<file path="src/rtl/disp_pkg.sv">
// ---------------------------------------------------------------------------
// disp_pkg
// Shared definitions for the score display: seven-segment codes
// (gfedcba order, active-low), the two-digit BCD type and the conversion
// FSM state type. Also provides the digit-to-segment lookup.
// ---------------------------------------------------------------------------
package disp_pkg;

  localparam logic [6:0] SEG_BLANK = 7'h7F;

  localparam logic [6:0] SEG_CODE [0:9] = '{
    7'b1000000,  // 0
    7'b1111001,  // 1
    7'b0100100,  // 2
    7'b0110000,  // 3
    7'b0011001,  // 4
    7'b0010010,  // 5
    7'b0000010,  // 6
    7'b1111000,  // 7
    7'b0000000,  // 8
    7'b0010000   // 9
  };

  typedef struct packed {
    logic [3:0] tens;
    logic [3:0] ones;
  } bcd2_t;

  typedef enum logic [1:0] {
    IDLE,
    SHIFT,
    DONE
  } conv_state_t;

  // Non-decimal nibbles cannot occur from the converter; they map to blank.
  function automatic logic [6:0] seg_decode(input logic [3:0] d);
    if (d > 4'd9) return SEG_BLANK;
    return SEG_CODE[d];
  endfunction

endpackage

</file>
<file path="src/rtl/bin2bcd_seq.sv">
// ---------------------------------------------------------------------------
// bin2bcd_seq
// Sequential double-dabble converter for one 7-bit value (0..99 expected).
// One iteration per clock; seven iterations per conversion.
// Ports:
//   clk, rst : clock, asynchronous active-high reset (control only)
//   start    : load din and begin a conversion
//   din      : binary value to convert
//   done     : high during the cycle whose clock edge completes the last
//              iteration; bcd is valid from the following cycle on
//   bcd      : converted tens/ones digits
// ---------------------------------------------------------------------------
module bin2bcd_seq
  import disp_pkg::*;
(
  input  logic       clk,
  input  logic       rst,
  input  logic       start,
  input  logic [6:0] din,
  output logic       done,
  output bcd2_t      bcd
);

  logic       run;
  logic [2:0] iter;
  logic [6:0] bin;
  logic [7:0] acc;
  logic [7:0] adj;

  always_ff @(posedge clk or posedge rst) begin
    if (rst) begin
      run  <= 1'b0;
      iter <= '0;
    end else if (start) begin
      run  <= 1'b1;
      iter <= '0;
    end else if (run) begin
      iter <= iter + 3'd1;
      if (iter == 3'd6) run <= 1'b0;
    end
  end

  // Add-3 correction on each BCD nibble before the shift.
  always_comb begin
    adj = acc;
    if (acc[3:0] >= 4'd5) adj[3:0] = acc[3:0] + 4'd3;
    if (acc[7:4] >= 4'd5) adj[7:4] = acc[7:4] + 4'd3;
  end

  always_ff @(posedge clk) begin
    if (start) begin
      bin <= din;
      acc <= '0;
    end else if (run) begin
      acc <= {adj[6:0], bin[6]};
      bin <= {bin[5:0], 1'b0};
    end
  end

  assign done = run && (iter == 3'd6);
  assign bcd  = bcd2_t'(acc);

endmodule

</file>
<file path="src/rtl/score_disp_7seg.sv">
// ---------------------------------------------------------------------------
// score_disp_7seg
// Drives the 4-digit seven-segment display from two binary player scores.
// Scores are saturated to 99, converted to BCD by two bin2bcd_seq engines
// and latched into shadow registers in one step so the display never tears.
// Digits are scanned with a blanking gap at the start of each slot; the dot
// marks the serving side's ones digit.
//
// Build option: define SCORE_BLINK_EN to blink a side's digits after its
// value changes; without it the display is always steady.
//
// Ports:
//   clk         : system clock (65 MHz domain)
//   rst         : asynchronous active-high reset
//   score_l/r   : left/right scores, binary
//   score_valid : one-cycle strobe sampling both scores
//   serve_side  : 0 = left serves, 1 = right serves (used live)
//   seg         : segments a..g on seg[0]..seg[6], active-low
//   an          : anodes, active-low, an[3] = leftmost digit
//   dp          : decimal point, active-low
//   busy        : conversion in progress
// ---------------------------------------------------------------------------
module score_disp_7seg
  import disp_pkg::*;
#(
  parameter int DIGIT_CYCLES = 65000,
  parameter int BLANK_CYCLES = 650,
  parameter int BLINK_CYCLES = 16250000
) (
  input  logic       clk,
  input  logic       rst,
  input  logic [6:0] score_l,
  input  logic [6:0] score_r,
  input  logic       score_valid,
  input  logic       serve_side,
  output logic [6:0] seg,
  output logic [3:0] an,
  output logic       dp,
  output logic       busy
);

  localparam int CNT_W = (DIGIT_CYCLES > 1) ? $clog2(DIGIT_CYCLES) : 1;

  if (DIGIT_CYCLES <= BLANK_CYCLES || BLINK_CYCLES < 1) begin : g_param_check
    $error("score_disp_7seg: DIGIT_CYCLES must exceed BLANK_CYCLES and BLINK_CYCLES must be positive");
  end

  function automatic logic [6:0] sat99(input logic [6:0] v);
    return (v > 7'd99) ? 7'd99 : v;
  endfunction

  conv_state_t state, state_next;
  logic        start;
  logic [6:0]  start_l, start_r;
  logic        pend_vld;
  logic [6:0]  pend_l, pend_r;
  logic        done_l, done_r;
  bcd2_t       bcd_l, bcd_r;
  bcd2_t       shadow_l, shadow_r;

  // Conversion control
  always_ff @(posedge clk or posedge rst) begin
    if (rst) state <= IDLE;
    else     state <= state_next;
  end

  always_comb begin
    state_next = state;
    start      = 1'b0;
    case (state)
      IDLE: begin
        if (score_valid || pend_vld) begin
          start      = 1'b1;
          state_next = SHIFT;
        end
      end
      SHIFT:   if (done_l && done_r) state_next = DONE;
      DONE:    state_next = IDLE;
      default: state_next = IDLE;
    endcase
  end

  // A fresh strobe in IDLE takes priority over an older pending value.
  assign start_l = score_valid ? sat99(score_l) : pend_l;
  assign start_r = score_valid ? sat99(score_r) : pend_r;
  assign busy    = (state != IDLE);

  always_ff @(posedge clk or posedge rst) begin
    if (rst)                              pend_vld <= 1'b0;
    else if (score_valid && state != IDLE) pend_vld <= 1'b1;
    else if (start)                        pend_vld <= 1'b0;
  end

  // Last strobe while busy wins.
  always_ff @(posedge clk) begin
    if (score_valid && state != IDLE) begin
      pend_l <= sat99(score_l);
      pend_r <= sat99(score_r);
    end
  end

  bin2bcd_seq u_conv_l (
    .clk   (clk),
    .rst   (rst),
    .start (start),
    .din   (start_l),
    .done  (done_l),
    .bcd   (bcd_l)
  );

  bin2bcd_seq u_conv_r (
    .clk   (clk),
    .rst   (rst),
    .start (start),
    .din   (start_r),
    .done  (done_r),
    .bcd   (bcd_r)
  );

  // Both sides update together so a half-new score is never displayed.
  always_ff @(posedge clk or posedge rst) begin
    if (rst) begin
      shadow_l <= '0;
      shadow_r <= '0;
    end else if (state == DONE) begin
      shadow_l <= bcd_l;
      shadow_r <= bcd_r;
    end
  end

`ifdef SCORE_BLINK_EN
  localparam int TMR_W = (BLINK_CYCLES > 1) ? $clog2(BLINK_CYCLES) : 1;

  // Index 0 = right side, 1 = left side (matches digit index bit 1).
  logic [1:0]       blink_act;
  logic [1:0]       blink_ph  [2];
  logic [TMR_W-1:0] blink_tmr [2];
  logic [1:0]       changed;
  logic [1:0]       blink_blank;

  assign changed = {bcd_l != shadow_l, bcd_r != shadow_r};

  always_ff @(posedge clk or posedge rst) begin
    if (rst) begin
      blink_act <= '0;
      for (int s = 0; s < 2; s++) begin
        blink_ph[s]  <= '0;
        blink_tmr[s] <= '0;
      end
    end else begin
      for (int s = 0; s < 2; s++) begin
        if (state == DONE && changed[s]) begin
          blink_act[s] <= 1'b1;
          blink_ph[s]  <= '0;
          blink_tmr[s] <= '0;
        end else if (blink_act[s]) begin
          if (blink_tmr[s] == TMR_W'(BLINK_CYCLES - 1)) begin
            blink_tmr[s] <= '0;
            blink_ph[s]  <= blink_ph[s] + 2'd1;
            if (blink_ph[s] == 2'd3) blink_act[s] <= 1'b0;
          end else begin
            blink_tmr[s] <= blink_tmr[s] + TMR_W'(1);
          end
        end
      end
    end
  end

  // Four half-periods starting blanked: phases 0 and 2 are dark.
  always_comb begin
    for (int s = 0; s < 2; s++) blink_blank[s] = blink_act[s] & ~blink_ph[s][0];
  end
`endif

  // Scan counters
  logic [CNT_W-1:0] slot;
  logic [1:0]       idx;

  always_ff @(posedge clk or posedge rst) begin
    if (rst) begin
      slot <= '0;
      idx  <= '0;
    end else if (slot == CNT_W'(DIGIT_CYCLES - 1)) begin
      slot <= '0;
      idx  <= idx + 2'd1;
    end else begin
      slot <= slot + CNT_W'(1);
    end
  end

  logic [3:0] nib_p0;
  logic       is_tens_p0;
  logic [6:0] seg_p0;
  logic [3:0] an_p0;
  logic       dp_p0;

  always_comb begin
    nib_p0     = '0;
    is_tens_p0 = 1'b0;
    case (idx)
      2'd0: nib_p0 = shadow_r.ones;
      2'd1: begin nib_p0 = shadow_r.tens; is_tens_p0 = 1'b1; end
      2'd2: nib_p0 = shadow_l.ones;
      default: begin nib_p0 = shadow_l.tens; is_tens_p0 = 1'b1; end
    endcase

    seg_p0 = (is_tens_p0 && nib_p0 == 4'd0) ? SEG_BLANK : seg_decode(nib_p0);
`ifdef SCORE_BLINK_EN
    if (blink_blank[idx[1]]) seg_p0 = SEG_BLANK;
`endif
    an_p0 = ~(4'b0001 << idx);
    dp_p0 = ~(idx == (serve_side ? 2'd0 : 2'd2));

    // Anti-ghosting gap at the start of every slot.
    if (slot < CNT_W'(BLANK_CYCLES)) begin
      an_p0  = 4'hF;
      seg_p0 = SEG_BLANK;
      dp_p0  = 1'b1;
    end
  end

  // Registered pins
  always_ff @(posedge clk or posedge rst) begin
    if (rst) begin
      an  <= 4'hF;
      seg <= SEG_BLANK;
      dp  <= 1'b1;
    end else begin
      an  <= an_p0;
      seg <= seg_p0;
      dp  <= dp_p0;
    end
  end

endmodule

</file>
<file path="config.mk">
export PLATFORM = sky130hd
export DESIGN_NAME = score_disp_7seg
export DESIGN_NICKNAME = d
export VERILOG_FILES = /design/src/rtl/disp_pkg.sv /design/src/rtl/bin2bcd_seq.sv /design/src/rtl/score_disp_7seg.sv
export SDC_FILE = /design/constraint.sdc
export NUM_CORES = 1
export LEC_CHECK = 0
export BUFFER_PORTS_ARGS = -buffer_cell sky130_fd_sc_hd__buf_2
export CAP_MARGIN = 10
export CORE_UTILIZATION = 54
export DETAILED_ROUTE_END_ITERATION = 8
export PLACE_DENSITY = 0.75
export SLEW_MARGIN = 15
export SYNTH_ARGS = -nofsm -noshare
export SYNTH_HDL_FRONTEND = slang
export SYNTH_SLANG_ARGS = --single-unit
export TNS_END_PERCENT = 50
</file>
<file path="constraint.sdc">
create_clock -name clk -period 2.3 [get_ports clk]
set_input_delay 0.345 -clock clk [delete_from_list [all_inputs] [get_ports clk]]
set_output_delay 0.345 -clock clk [all_outputs]
set_load 0.1 [all_outputs]
</file>
==> flow_summary.toml <==
[outcome]
run_status = "finished with violations"
violations = "setup timing"

[floorplan]
io-pin-count = 31
die_area_sq_um = 9230
num_rows = 33
die_w_um = 96.1
fp.coreArea_sq_um = 8380
initial_utilization_pct = 57.0
chip_height_um = 96.1

[final_layout]
finish.instance_area_sq_um = 5440
num_antenna_cells = 0
final_net_count = 530
syn_to_final_growth_pct = 13.7
fraction_of_final_layout_cells_sized_beyond_drive_strength_1_pct = 22.5
postLayoutCoreUtil_pct = 64.8
fill_cells = 652

[detailed_routing]
drt_first_iter_violations = 94
vias = 3195
routed_wire_length_per_instance_um = 13.4
detail_route.first_pass.iterations = 4
count_of_antenna_violating_nets_left_after_detailed_routing = 0
avgViaCountPerCell = 5.33
detail_route.wirelength_um = 8020
detail_route.drc_violations = 0

[timing]
grt_setup_unrepaired = "yes"
max_slew_violation_total_from_the_final_report = 0
worst_clock_skew_ns = 0.00966
post-route-period-util_pct = 100
fin_tns_setup_ns = -0.0104
setup_viol = 1
tightestPinTransition_ns = 0.812
max_clock_freq_mhz = 433
finalHoldViolations = 0
layout_min_cycle_time_ns = 2.31
postLayoutSetupSlackWorst_ns = -0.0104
worst_hold_margin_ns = 0.198
max-slew-margin-rel_pct = 45.9

[placement]
routabilityCongestion = 0.826
port_buffers = 30
place_hpwl_um = 5730
placed_inst_area_sq_um = 5150

[min_path]
min_path_type = "in2reg"

[setup_path]
critPathArrivalTime_ns = 2.59
worst-r2r-setup-slack_ns = -0.01
start_to_end_type_of_the_worst_setup_path = "reg2reg"
worst-path-max-fanout = 7
required_ns = 2.58
worstSetupStartpointType = "register"
timing.critical_path.slowest_cell_delay_ns = 0.40
crit_slowest_cell = "sky130_fd_sc_hd__dfrtp_1"
critical_path.endpoint_type = "register"
worstPathCellList = "buf_4, ha_4, a222oi_1, a21oi_2, inv_2, ha_1, o211a_1, o21ai_4, or3_1"

[power_and_ir_drop]
vdd.ir_drop.worst_uv = 491
post-layout-total-power_mw = 5.18
powerDensity_nw_per_um2 = 952
p_leak_nw = 2.40

[yosys]
synth-main-ff-cell = "sky130_fd_sc_hd__dfrtp_1"
yosysTopAreaCellShare_pct = 23.6
share_of_the_yosys_chip_area_belonging_to_registers_pct = 54.5
yosys-top-cells-count = "sky130_fd_sc_hd__nand2_1, sky130_fd_sc_hd__dfrtp_1, sky130_fd_sc_hd__nor2_1"
post-synth-top-count-cell = "sky130_fd_sc_hd__nand2_1"
postSynthCellCount = 446
yosysWarnings = 0
async_flop_share_pct = 56.4
number_of_unique_standard_cell_types_used_by_synthesis = 48
synth_area_leaders = "sky130_fd_sc_hd__dfrtp_1, sky130_fd_sc_hd__edfxtp_1, sky130_fd_sc_hd__dfxtp_1, sky130_fd_sc_hd__dfstp_2, sky130_fd_sc_hd__ha_1"
mappedNetlistArea_sq_um = 4780
synth_area_per_cell_sq_um = 10.7
synth_enable_flop_cells = 28
synth_top_area_cell = "sky130_fd_sc_hd__dfrtp_1"
synth_nets = 487
ys_seq_elements = 101

[global_routing]
track_usage_pct = 19.2
grt_antenna_before_repair = 0
grt_start_max_net_pins = 47
gr-total-overflow = 0
number_of_global_route_vias_before_repair = 3065
first_pass_grt_wire_length_um = 13600

[cts]
clk_pin_slew_ns = 0.10
cts_tree = "yes"
htree_levels = 3
cts.root.buffer_cell = "sky130_fd_sc_hd__clkbuf_8"
clock_sinks = 101
cts-buffers-inserted = 9
number_of_buffers_between_clock_root_and_the_deepest_sink = 2
clock_insertion_delay_worst_skew_ns = 0.36

[flow_run]
max_cap_violations = 0
cell usage in the layout, fill, tap and decap left out, drive strengths merged, types with 4 or more instances in the layout:
cell type	instances
nor3	5
and3	4
mux2	9
xnor2	15
edfxtp	28
dfxtp	16
clkbuf	9
and2	6
mux2i	27
buf	51
a21o	4
a21oi	14
inv	26
nand3	17
nand2	47
o21ai	37
clkinvlp	4
dfrtp	45
xor2	8
nand2b	15
dfstp	12
ha	23
nor2	37
timing repair:
item	in CTS	in global routing
hold endpoints to repair	11	0
hold buffers	1	0
pin swaps	1	7
buffers inserted	0	1
gates resized for setup	2	17
endpoints found under the setup margin	7	7
power by group:
| part | total, mW | leakage, nW | internal [mW] | switching [mW] |
|---|---|---|---|---|
| sequential | 2.58 | 1.12 | 2.32 | 0.257 |
| clock | 1.11 | 0.0880 | 0.505 | 0.602 |
| combinational | 1.49 | 1.19 | 0.649 | 0.843 |
cell type report:
class / count / area, sq um / share of cell area, %
inverter: 25 / 96.3 / 1.77
clock inverter: 7 / 75.1 / 1.38
sequential: 101 / 2600 / 47.9
multi-input combinational: 300 / 2070 / 38.2
clock buffer: 9 / 124 / 2.28
tap: 105 / 131 / 2.42
timing repair buffer: 52 / 330 / 6.08
path summary, 6_finish.rpt:
kind,startpoint,end,depth (start not counted)
setup reg to reg,idx[0]$_DFFE_PP0N_,seg[4]$_DFF_PP1_,9
min in group asynchronous,rst,pend_vld$_DFFE_PP0P_,3
hold / removal,score_r[6],pend_r[6]$_DFFE_PP_,1
hold reg to reg,u_conv_l.bcd[7]$_SDFFE_PP0P_,u_conv_l.bcd[7]$_SDFFE_PP0P_,2
max in group asynchronous,rst,seg[2]$_DFF_PP1_,4
setup / recovery,idx[0]$_DFFE_PP0N_,seg[4]$_DFF_PP1_,9
critical path, delay by kind of cell, from the launching register on:
family / cells / cell delay, ns
AOI/OAI and AO/OA: 4 / 0.82
adders and majority gates: 2 / 0.36
buffers and inverters: 2 / 0.28
DFF: 1 / 0.40
and+or+nand+nor: 1 / 0.38
logic make-up after synthesis:
kind of cell / count (synthesis) / synth area share, %
AO/OA/AOI/OAI: 73 / 9.61
XOR/XNOR: 23 / 4.21
adder cells (fa/ha/maj): 23 / 6.02
buffers and inverters: 45 / 3.59
flip-flops: 101 / 54.5
multiplexers: 36 / 7.85
AND/OR/NAND/NOR: 145 / 14.3
sequential cells by signal, summed over array words and instances (netlist names):
name,cells
pend_r,7
u_conv_l.bcd,8
pend_l,7
u_conv_l.bin,7
seg,7
shadow_r,8
u_conv_r.bcd,8
slot,16
shadow_l,8
an,4
u_conv_r.bin,7
u_conv_r.run,1
pend_vld,1
u_conv_l.run,1
state,2
u_conv_r.iter,3
u_conv_l.iter,3
idx,2
dp,1
stage by stage:
| step | std cells | setup WS [ns] |
|---|---|---|
| global route | 599 | -0.124 |
| floorplan | 446 | 0.0615 |
| global placement | 581 | 0.101 |
| CTS | 598 | 0.00553 |
| finish | 599 | -0.0104 |
| detailed placement | 581 | -0.0620 |
per-layer routing:
metal,up-vias,global-route usage (%),share of wire (%),wire (um)
met2,53,33.3,49,3910
met1,1510,23.5,46,3690
met5,-,0,0,0
met3,15,4.82,3.2,255
li1,1617,-,-,-
met4,0,5.85,2.0,164
Note: power is estimated with default switching activity, not from simulation.
